==> config.mk <==
export PLATFORM = sky130hd
export DESIGN_NAME = uart_message_tx_flat
export DESIGN_NICKNAME = d
export VERILOG_FILES = /design/src/rtl/uart_message_tx_pkg.sv /design/src/rtl/uart_message_tx_if.sv /design/src/rtl/uart_message_tx_baud_tick.sv /design/src/rtl/uart_message_tx.sv /design/src/flat_wrapper.sv
export SDC_FILE = /design/constraint.sdc
export NUM_CORES = 1
export LEC_CHECK = 0
export ABC_AREA = 1
export BUFFER_PORTS_ARGS = -buffer_cell sky130_fd_sc_hd__clkbuf_2
export CORE_AREA = 10 10 118 141
export DETAILED_ROUTE_END_ITERATION = 10
export DIE_AREA = 0 0 128 151
export PLACE_DENSITY_LB_ADDON = 0.08
export SLEW_MARGIN = 20
export SYNTH_ARGS = -nofsm -noshare
export SYNTH_HDL_FRONTEND = slang
export SYNTH_SLANG_ARGS = --single-unit
==> constraint.sdc <==
create_clock -name clk -period 2.9 [get_ports clk]
set_input_delay 0.58 -clock clk [delete_from_list [all_inputs] [get_ports clk]]
set_output_delay 0.58 -clock clk [all_outputs]
set_load 0.01 [all_outputs]
==> src/rtl/uart_message_tx_pkg.sv <==
// Shared types and helpers for the buffered UART message sender.
package uart_pkg;

  typedef enum logic [2:0] {
    ST_IDLE,
    ST_START,
    ST_DATA,
    ST_PARITY,
    ST_STOP,
    ST_GAP
  } state_t;

  localparam int PAR_NONE = 0;
  localparam int PAR_EVEN = 1;
  localparam int PAR_ODD  = 2;

  function automatic int frame_cycles(input int clks_per_bit, input int data_bits,
                                      input int parity, input int stop_bits);
    return (1 + data_bits + ((parity != PAR_NONE) ? 1 : 0) + stop_bits) * clks_per_bit;
  endfunction

endpackage

==> src/rtl/uart_message_tx_if.sv <==
// Control, buffer-write and serial-output signals of the UART message sender.
interface uart_message_tx_if #(
  parameter int DATA_BITS = 8,
  parameter int MSG_LEN   = 16
);
  localparam int AW = $clog2(MSG_LEN);

  logic                 SW;
  logic                 start;
  logic [AW:0]          msg_len;
  logic                 wr_en;
  logic [AW-1:0]        wr_addr;
  logic [DATA_BITS-1:0] wr_data;
  logic                 txd;
  logic [DATA_BITS-1:0] word;
  logic [AW:0]          counter;
  logic                 transmit_ready;
  logic                 msg_done;

  modport master (
    output SW, start, msg_len, wr_en, wr_addr, wr_data,
    input  txd, word, counter, transmit_ready, msg_done
  );

  modport slave (
    input  SW, start, msg_len, wr_en, wr_addr, wr_data,
    output txd, word, counter, transmit_ready, msg_done
  );
endinterface

==> src/rtl/uart_message_tx_baud_tick.sv <==
// Bit-period timer: counts 0..CLKS_PER_BIT-1 and flags the last cycle of each bit.
module uart_baud_tick #(
  parameter int CLKS_PER_BIT = 16
) (
  input  logic clk,
  input  logic rst,
  input  logic restart,
  output logic tick
);
  localparam int CW = $clog2(CLKS_PER_BIT);

  logic [CW-1:0] cnt;

  assign tick = (cnt == CW'(CLKS_PER_BIT - 1));

  always_ff @(posedge clk) begin
    if (rst || restart || tick) cnt <= '0;
    else                        cnt <= cnt + 1'b1;
  end
endmodule

==> src/rtl/uart_message_tx.sv <==
// Streams a message out of a writable character buffer as UART frames,
// one-shot or looping with an idle gap between repeats.
module uart_message_tx
  import uart_pkg::*;
#(
  parameter int CLKS_PER_BIT = 16,
  parameter int DATA_BITS    = 8,
  parameter int MSG_LEN      = 16,
  parameter int PARITY       = 0,
  parameter int STOP_BITS    = 1,
  parameter int GAP_CYCLES   = 64
) (
  input logic              clk,
  input logic              rst,
  uart_message_tx_if.slave bus
);
  localparam int AW = $clog2(MSG_LEN);
  localparam int GW = $clog2(GAP_CYCLES + 1);
  localparam int BW = $clog2(DATA_BITS);
  localparam logic [AW:0]    LEN_MAX   = (AW+1)'(MSG_LEN);
  localparam logic [AW-1:0]  ADDR0     = '0;
  localparam logic [GW-1:0]  GAP_LOAD  = GW'(GAP_CYCLES - 1);
  localparam logic [BW-1:0]  BIT_LAST  = BW'(DATA_BITS - 1);
  localparam logic           STOP_LAST = 1'(STOP_BITS - 1);

  logic [DATA_BITS-1:0] mem [MSG_LEN];

  state_t               state;
  logic                 txd_q;
  logic [DATA_BITS-1:0] word_q;
  logic [DATA_BITS-1:0] shift_q;
  logic [AW:0]          counter_q;
  logic [AW:0]          len_q;
  logic                 ready_q;
  logic                 done_q;
  logic [GW-1:0]        gap_cnt;
  logic                 stop_idx;
  logic [BW-1:0]        bit_idx;

  logic                 tick;
  logic                 baud_restart;
  logic                 len_ok;
  logic                 par_bit;
  logic [AW:0]          counter_inc;

  // Timer idles at zero outside bit states, so every bit state starts a fresh period.
  assign baud_restart = (state == ST_IDLE) || (state == ST_GAP);
  assign len_ok       = (bus.msg_len != '0) && (bus.msg_len <= LEN_MAX);
  assign par_bit      = (PARITY == PAR_ODD) ? ~^word_q : ^word_q;
  assign counter_inc  = counter_q + 1'b1;

  uart_baud_tick #(.CLKS_PER_BIT(CLKS_PER_BIT)) u_baud (
    .clk     (clk),
    .rst     (rst),
    .restart (baud_restart),
    .tick    (tick)
  );

  always_ff @(posedge clk) begin
    if (bus.wr_en) mem[bus.wr_addr] <= bus.wr_data;
  end

  always_ff @(posedge clk) begin
    if (rst) begin
      state     <= ST_IDLE;
      txd_q     <= 1'b1;
      word_q    <= '0;
      shift_q   <= '0;
      counter_q <= '0;
      len_q     <= '0;
      ready_q   <= 1'b1;
      done_q    <= 1'b0;
      gap_cnt   <= '0;
      stop_idx  <= 1'b0;
      bit_idx   <= '0;
    end else begin
      done_q <= 1'b0;
      case (state)
        ST_IDLE: begin
          if (bus.start && len_ok) begin
            state     <= ST_START;
            counter_q <= '0;
            len_q     <= bus.msg_len;
            word_q    <= mem[ADDR0];
            ready_q   <= 1'b0;
            txd_q     <= 1'b0;
          end
        end
        ST_START: begin
          if (tick) begin
            state   <= ST_DATA;
            bit_idx <= '0;
            txd_q   <= word_q[0];
            shift_q <= word_q >> 1;
          end
        end
        ST_DATA: begin
          if (tick) begin
            if (bit_idx == BIT_LAST) begin
              if (PARITY != PAR_NONE) begin
                state <= ST_PARITY;
                txd_q <= par_bit;
              end else begin
                state    <= ST_STOP;
                txd_q    <= 1'b1;
                stop_idx <= 1'b0;
              end
            end else begin
              bit_idx <= bit_idx + 1'b1;
              txd_q   <= shift_q[0];
              shift_q <= shift_q >> 1;
            end
          end
        end
        ST_PARITY: begin
          if (tick) begin
            state    <= ST_STOP;
            txd_q    <= 1'b1;
            stop_idx <= 1'b0;
          end
        end
        ST_STOP: begin
          if (tick) begin
            if (stop_idx != STOP_LAST) begin
              stop_idx <= 1'b1;
            end else if (counter_inc < len_q) begin
              // Next character follows immediately; the read sees pre-write data.
              state     <= ST_START;
              counter_q <= counter_inc;
              word_q    <= mem[counter_inc[AW-1:0]];
              txd_q     <= 1'b0;
            end else begin
              done_q <= 1'b1;
              if (bus.SW) begin
                state   <= ST_GAP;
                gap_cnt <= GAP_LOAD;
              end else begin
                state   <= ST_IDLE;
                ready_q <= 1'b1;
              end
            end
          end
        end
        ST_GAP: begin
          if (gap_cnt == '0) begin
            if (bus.SW) begin
              state     <= ST_START;
              counter_q <= '0;
              word_q    <= mem[ADDR0];
              txd_q     <= 1'b0;
            end else begin
              state   <= ST_IDLE;
              ready_q <= 1'b1;
            end
          end else begin
            gap_cnt <= gap_cnt - 1'b1;
          end
        end
        default: state <= ST_IDLE;
      endcase
    end
  end

  assign bus.txd            = txd_q;
  assign bus.word           = word_q;
  assign bus.counter        = counter_q;
  assign bus.transmit_ready = ready_q;
  assign bus.msg_done       = done_q;
endmodule
==> src/flat_wrapper.sv <==
// flat-port wrapper written by rule: the top's interface ports become plain ports
module uart_message_tx_flat import uart_pkg::*;
#(
  parameter int CLKS_PER_BIT = 16,
  parameter int DATA_BITS    = 8,
  parameter int MSG_LEN      = 16,
  parameter int PARITY       = 0,
  parameter int STOP_BITS    = 1,
  parameter int GAP_CYCLES   = 64
)
  (clk, rst, bus_SW, bus_start, bus_msg_len, bus_wr_en, bus_wr_addr, bus_wr_data, bus_txd, bus_word, bus_counter, bus_transmit_ready, bus_msg_done);
  uart_message_tx_if #(.DATA_BITS(DATA_BITS), .MSG_LEN(MSG_LEN)) bus_i ();
  input logic clk;
  input logic rst;
  input wire logic [$bits(bus_i.SW)-1:0] bus_SW;
  input wire logic [$bits(bus_i.start)-1:0] bus_start;
  input wire logic [$bits(bus_i.msg_len)-1:0] bus_msg_len;
  input wire logic [$bits(bus_i.wr_en)-1:0] bus_wr_en;
  input wire logic [$bits(bus_i.wr_addr)-1:0] bus_wr_addr;
  input wire logic [$bits(bus_i.wr_data)-1:0] bus_wr_data;
  output wire logic [$bits(bus_i.txd)-1:0] bus_txd;
  output wire logic [$bits(bus_i.word)-1:0] bus_word;
  output wire logic [$bits(bus_i.counter)-1:0] bus_counter;
  output wire logic [$bits(bus_i.transmit_ready)-1:0] bus_transmit_ready;
  output wire logic [$bits(bus_i.msg_done)-1:0] bus_msg_done;
  assign bus_i.SW = bus_SW;
  assign bus_i.start = bus_start;
  assign bus_i.msg_len = bus_msg_len;
  assign bus_i.wr_en = bus_wr_en;
  assign bus_i.wr_addr = bus_wr_addr;
  assign bus_i.wr_data = bus_wr_data;
  assign bus_txd = bus_i.txd;
  assign bus_word = bus_i.word;
  assign bus_counter = bus_i.counter;
  assign bus_transmit_ready = bus_i.transmit_ready;
  assign bus_msg_done = bus_i.msg_done;
  uart_message_tx #(.CLKS_PER_BIT(CLKS_PER_BIT), .DATA_BITS(DATA_BITS), .MSG_LEN(MSG_LEN), .PARITY(PARITY), .STOP_BITS(STOP_BITS), .GAP_CYCLES(GAP_CYCLES)) u_core (.clk(clk), .rst(rst), .bus(bus_i));
endmodule
# Word level (Yosys, flattened, before mapping)
# Memories as Yosys holds them, arrays and structs flattened.
# Cells that the tools add are included.
[totals]
reg_bits = 47
ramBits = 128
input_bits = 22
out_inout_bits = 16
wordCells = 130
memories = 1
[mem_list]
columns = ["name", "words", "width", "rd", "rd_clocked_by_memory_dff", "write_ports", "line", "rtl"]
rows = [
  ["u_core.mem", 16, 8, 2, 0, 1, "uart_message_tx.sv:26", "logic [DATA_BITS-1:0] mem [MSG_LEN];"],
]
[op_classes]
add_sub_neg = 4
magnitude_cmp = 2
eq_ne = 21
mux = 66
bitwise = 2
reduce_logical = 22
[ops]
columns = ["cell", "n"]
rows = [
  ["8-bit two-way mux", 9],
  ["3-bit two-way mux", 13],
  ["7-bit two-way mux", 5],
  ["5-bit two-way mux", 6],
  ["1-bit two-way mux", 24],
  ["2-bit inequality test (second input constant)", 12],
  ["8-bit one-hot mux with 3 select lines", 1],
  ["3-bit one-hot mux with 6 select lines", 1],
  ["8-bit one-hot mux with 2 select lines", 1],
  ["5-bit one-hot mux with 3 select lines", 1],
  ["7-bit one-hot mux with 2 select lines", 1],
  ["6-bit AND reduction", 2],
  ["10-bit AND reduction", 1],
  ["3-bit == test (second input constant)", 3],
  ["8-bit AND reduction", 1],
  ["7-bit logical NOT", 1],
  ["7-bit AND reduction", 1],
  ["7-bit by 1-bit subtractor with 7-bit output (second input constant)", 1],
  ["3-bit by 2-bit == test with 1-bit output (second input constant)", 2],
  ["1-bit one-hot mux with 3 select lines", 2],
  ["1-bit one-hot mux with 6 select lines", 1],
  ["3-bit one-hot mux with 2 select lines", 1],
  ["3-bit nonzero test", 2],
  ["6-bit nonzero test", 1],
  ["other kinds (18)", 24],
]

# Longest topological paths before layout
[depth]
depth_word = 6
depth_mapped = 14
ltp_nobuf = 14

# Cells and area by module
# From an unflattened synthesis, not the netlist that was laid out.
[hier_totals]
cells_unflattened = 840
hier_area_um2 = 7907.6
[by_module_without_submodules]
columns = ["module", "n_inst", "cells_per_inst", "area_per_inst_um2", "seq_area_each_um2"]
rows = [
  ["uart_message_tx", 1, 821, 7741.2, 4664.5],
  ["uart_baud_tick", 1, 19, 166.4, 80.1],
]

# Worst setup path after synthesis
# Ideal clock, no wire load.
[synth_timing]
path_kind = "register -> register"
from = "reg u_core.counter_q[0] (netlist: u_core.bus.counter[0])"
to = "reg u_core.counter_q[2] (netlist: u_core.bus.counter[2])"
setup_ps = 117
t_arrival_ps = 2259
required_ps = 2783
slack_ps = 524
stages_incl_launch_ff = 14
path_buffers = 2
period_less_slack_ps = 2376
path_cell_list = "dfxtp_1 > ha_1 > xor2_2 > buf_4 > ha_1 > nand2_1 > nand2_1 > nand2_1 > nand3_1 > nand2_2 > nand4_2 > buf_4 > a21oi_1 > nor2_1"
[synth_via]
elab_chain_len = 5
elab_cells_between_ends = 8
cone_classes = "1 x add/sub; 1 x order compare; 1 x eq/ne; 4 x mux; 1 x reduce/logical"
[synth_rtl]
columns = ["item", "line", "rtl"]
rows = [
  ["start: declaration", "uart_message_tx.sv:32", "logic [AW:0] counter_q;"],
  ["start signal: assignment", "uart_message_tx.sv:129", "counter_q <= counter_inc;"],
  ["5-bit by 1-bit adder with 5-bit output (*)", "uart_message_tx.sv:50", "assign counter_inc = counter_q + 1'b1;"],
  ["branches (longest 4 deep; another with 5-bit < comparator)", "-", ""],
]
# Every way passes the cells marked *. The select of a mux whose other input is x is not followed.
# A chain may end at the register's enable or synchronous reset.

# Worst setup path in the final report
[layout_timing]
from = "reg u_core.counter_q[1] (netlist: u_core.bus.counter[1])"
to = "reg u_core.word_q[2] (netlist: u_core.bus.word[2])"
[layout_via]
elab_chain_len = 6
elab_cells_between_ends = 9
cone_classes = "1 x add/sub; 1 x order compare; 1 x eq/ne; 4 x mux; 1 x reduce/logical; 1 x memory"
[layout_rtl]
columns = ["item", "line", "rtl"]
rows = [
  ["5-bit by 1-bit adder with 5-bit output (*)", "uart_message_tx.sv:50", ""],
  ["memory read 16 x 8 bit", "-", ""],
  ["8-bit two-way mux", "uart_message_tx.sv:126", "end else if (counter_inc < len_q) begin"],
  ["8-bit two-way mux", "uart_message_tx.sv:124", "if (stop_idx != STOP_LAST) begin"],
  ["8-bit two-way mux", "uart_message_tx.sv:123", "if (tick) begin"],
  ["8-bit one-hot mux with 3 select lines", "uart_message_tx.sv:78", "case (state)"],
  ["end signal: assignment", "uart_message_tx.sv:84", "word_q <= mem[ADDR0];"],
  ["end signal: assignment", "uart_message_tx.sv:130", "word_q <= mem[counter_inc[AW-1:0]];"],
  ["end signal: assignment", "uart_message_tx.sv:149", "word_q <= mem[ADDR0];"],
  ["end: declaration", "uart_message_tx.sv:30", "logic [DATA_BITS-1:0] word_q;"],
]
# Mark *: on every way between the ends. The rest lies on a longest branch, timed or not. The select of a mux whose other input is x is not followed.

==> flow_summary_export.csv <==
group,metric,value,unit
outcome,outcome,"finished, final reports clean",
timing,timing.clock.skew,0.00710,ns
yosys,ys.warnings.count,0,
clock_network,number_of_buffers_inserted_by_post_cts_setup_repair,0,
worst_setup_path,crit_fanout,13,
floorplan,design.die.area,19300,um^2
yosys,seq_area_frac_synth,59.4,%
worst_setup_path,worst-endpoint-required,3.20,ns
global_route,number_of_global_route_vias_before_repair,5652,
finish,post_route_cells_drive_above_1_share,13.7,%
yosys,synth.ff_latch_count,173,
global_route,globalRouteTotalUtil,18.1,%
clock_network,cts_num_sinks,173,
timing,maximum_operating_frequency,408,MHz
floorplan,coreArea,13800,um^2
clock_network,tritoncts,"built",
finish,post-route-cell-area,8860,um^2
timing,worst_slack,0.448,ns
global_route,grt_first_pass_wirelength,28.0,mm
finish,final.fill_count,1140,
routing,route.antenna.remaining_nets,0,
timing,measured_slew_at_the_worst_slew_check_pin,0.884,ns
worst_setup_path,rrSetupSlack,0.45,ns
yosys,syn_avg_cell_area,9.38,um^2
clock_network,post_cts_hold_buffer_count,0,
place,gp_congestion,0.933,
finish,mostFrequentLayoutCells,"sky130_fd_sc_hd__nand2_1 (260), sky130_fd_sc_hd__edfxtp_1 (128), sky130_fd_sc_hd__nand3_1 (109)",
worst_setup_path,cp-startpoint,"u_core.bus.counter[1]",
pwr,vdd_ir_drop_max,0.600,mV
pwr,leakagePower,3.72,nW
worst_setup_path,worstRegToRegCells,12,
place,numPortBuffers,37,
clock_network,clkTransAtPathRegs,0.06,ns
place,post-place-ws,0.449,ns
timing,final-hold-violation-count,0,
clock_network,clk_path_buf_depth,2,
global_route,number_of_antenna_violations_at_the_first_check_in_global_routing,0,
yosys,postSynthNetCount,884,
floorplan,initial_util,58.1,%
yosys,synth_area,7990,um^2
timing,max_slew_margin,40.9,%
timing,slew_violations,0,
floorplan,boundaryPins,38,
worst_setup_path,crit-reg2reg-capture,"u_core.bus.word[2]",
min_path,whs_path_depth,3,
finish,nets,917,
routing,routed_wire_length_per_instance,15.9,um
yosys,netlist-cell-type-count,39,
timing,final_period_utilization,84.6,%
floorplan,fp-row-count,47,
clock_network,cts_buffers,17,
worst_setup_path,crit_end,"u_core.bus.word[2]",
timing,timing.final.setup_violations,0,
finish,num_antenna_cells,0,
yosys,synth_async_sr_flop_share,0,%
floorplan,die_width,128,um
global_route,grt_start_max_net_pins,77,
place,dpl-instance-area,8290,um^2
routing,viasPerCell,5.32,
routing,detailedRoute.firstIterationViolations,528,
yosys,edff_count_synth,128,
yosys,ys.flop_type,"sky130_fd_sc_hd__edfxtp_1",
job,drv_cap,0,
clock_network,cts_htree_levels,4,
place,dp_hpwl,11.4,mm
floorplan,die_height,151,um
worst_setup_path,worstReg2RegStart,"u_core.bus.counter[1]",
min_path,min-delay-path-class,"in2reg",
worst_setup_path,crit_path_end_kind,"flip-flop",
timing,unrepaired_setup_endpoints_after_global_routing,"false",
global_route,globalRoute.totalOverflow,0,
finish,relative_area_change_from_synthesis_to_final_layout,10.9,%
worst_setup_path,startpoint_type,"flip-flop",
worst_setup_path,worstPathArrival,2.75,ns
timing,fin_crit,2.45,ns
routing,dr.pass1.iters,5,
finish,final_common_cell,"sky130_fd_sc_hd__nand2_1",
clock_network,clk-insertion-delay-late,0.42,ns
yosys,netlist_instances,852,
pwr,p_per_area,773,nW/um^2
clock_network,clk_root_buffer_cell,"sky130_fd_sc_hd__clkbuf_16",
routing,finalWirelength,17.0,mm
timing,final.setup.tns,0,ns
worst_setup_path,category_of_the_critical_setup_timing_path,"reg2reg",
routing,detail_route.drc_violations,0,
clock_network,cts.repair.resized,0,
routing,num_vias,5689,
[flip-flops by register name, indices dropped and copies added, names as in the netlist]
signal / count
u_core.bit_idx: 3
u_core.bus.counter: 5
u_core.bus.msg_done: 1
u_core.bus.transmit_ready: 1
u_core.bus.txd: 1
u_core.bus.word: 8
u_core.gap_cnt: 7
u_core.len_q: 5
u_core.mem: 128
u_core.shift_q: 7
u_core.state: 3
u_core.u_baud.cnt: 4
[area by class of cell]
| class | instances | area [um^2] | share of cell area [%] |
|---|---|---|---|
| flip-flops and latches | 173 | 4750 | 53.6 |
| multi-input cells | 542 | 2680 | 30.2 |
| clock buffers | 19 | 433 | 4.89 |
| inverters | 105 | 397 | 4.48 |
| repair buffers | 46 | 253 | 2.85 |
| well taps | 171 | 214 | 2.42 |
| clock inverters | 13 | 139 | 1.57 |
[report_power, final]
part,internal (mW),switching [mW],leakage [nW]
Sequential,2.78,0.0879,1.52
Clock,1.27,0.924,0.270
Combinational,0.551,1.23,1.93
[cells in the mapped netlist (4+ instances only)]
| cell | n | area share, % |
|---|---|---|
| sky130_fd_sc_hd__nand2_1 | 260 | 12 |
| sky130_fd_sc_hd__a31oi_1 | 6 | 0.47 |
| sky130_fd_sc_hd__edfxtp_1 | 128 | 48 |
| sky130_fd_sc_hd__nand3_1 | 109 | 6.8 |
| sky130_fd_sc_hd__xnor2_1 | 5 | 0.55 |
| sky130_fd_sc_hd__o21ai_0 | 22 | 1.4 |
| sky130_fd_sc_hd__a21oi_1 | 22 | 1.4 |
| sky130_fd_sc_hd__inv_1 | 99 | 4.7 |
| sky130_fd_sc_hd__nand3_2 | 11 | 1.4 |
| sky130_fd_sc_hd__dfxtp_1 | 45 | 11 |
| sky130_fd_sc_hd__a21oi_2 | 10 | 1.1 |
| sky130_fd_sc_hd__buf_2 | 16 | 1.0 |
| sky130_fd_sc_hd__ha_1 | 10 | 1.6 |
| sky130_fd_sc_hd__inv_2 | 5 | 0.23 |
| sky130_fd_sc_hd__clkbuf_1 | 11 | 0.52 |
| sky130_fd_sc_hd__nor2_1 | 56 | 2.6 |
| sky130_fd_sc_hd__nand2_2 | 4 | 0.31 |
[critical path, stage by stage (launching register included)]
cell	delay (ns)
sky130_fd_sc_hd__dfxtp_1	0.38
sky130_fd_sc_hd__ha_1	0.26
sky130_fd_sc_hd__nand3_1	0.11
sky130_fd_sc_hd__xnor2_1	0.26
sky130_fd_sc_hd__ha_1	0.29
sky130_fd_sc_hd__nand2_1	0.09
sky130_fd_sc_hd__inv_1	0.04
sky130_fd_sc_hd__nand2_1	0.07
sky130_fd_sc_hd__nand3_1	0.09
sky130_fd_sc_hd__nand2_2	0.13
sky130_fd_sc_hd__nand4_2	0.32
sky130_fd_sc_hd__nand2_1	0.20
sky130_fd_sc_hd__a21oi_2	0.07
[logic make-up (layout without fill, tap and decap cells)]
logic type | count (synthesis) | count (layout) | share of synthesized area (%)
flip-flops | 173 | 173 | 59.4
XOR/XNOR | 8 | 8 | 0.971
adder cells (fa/ha/maj) | 10 | 10 | 1.57
buffers and inverters | 137 | 183 | 7.11
AND/OR/NAND/NOR | 461 | 461 | 26.2
AO/OA/AOI/OAI | 63 | 63 | 4.81
[worst min-delay path by stage]
stage	startpoint	end	slack, ns
after floorplan	u_core.u_baud.cnt[0]	u_core.u_baud.cnt[0]	0.42
after global placement	u_core.u_baud.cnt[0]	u_core.u_baud.cnt[0]	0.43
after detailed placement	u_core.bus.txd	u_core.bus.txd	0.44
after CTS	bus_msg_len[4]	u_core.len_q[4]	0.42
after global routing	bus_msg_len[4]	u_core.len_q[4]	0.45
final	bus_msg_len[4]	u_core.len_q[4]	0.44
[through the flow]
step                power, mW  hold WS [ns]  utilization (%)  cells
floorplan                4.26         0.418                -    852
global placement         4.64         0.429             60.2   1037
detailed placement       4.68         0.444             60.2   1037
CTS                      6.87         0.420             64.4   1069
global route             7.24         0.448             64.4   1069
finish                   6.84         0.437             64.4   1069
[per-layer routing]
metal / part of all wire, % / vias to the layer above / track usage, % / wire [um]
li1: - / 2858 / - / -
met1: 44 / 2665 / 22.1 / 7500
met2: 48 / 137 / 29.5 / 8180
met3: 4.6 / 29 / 4.30 / 778
met4: 3.1 / 0 / 8.91 / 527
met5: 0 / - / 0 / 0
No activity file was read; power rests on OpenSTA's default activity.
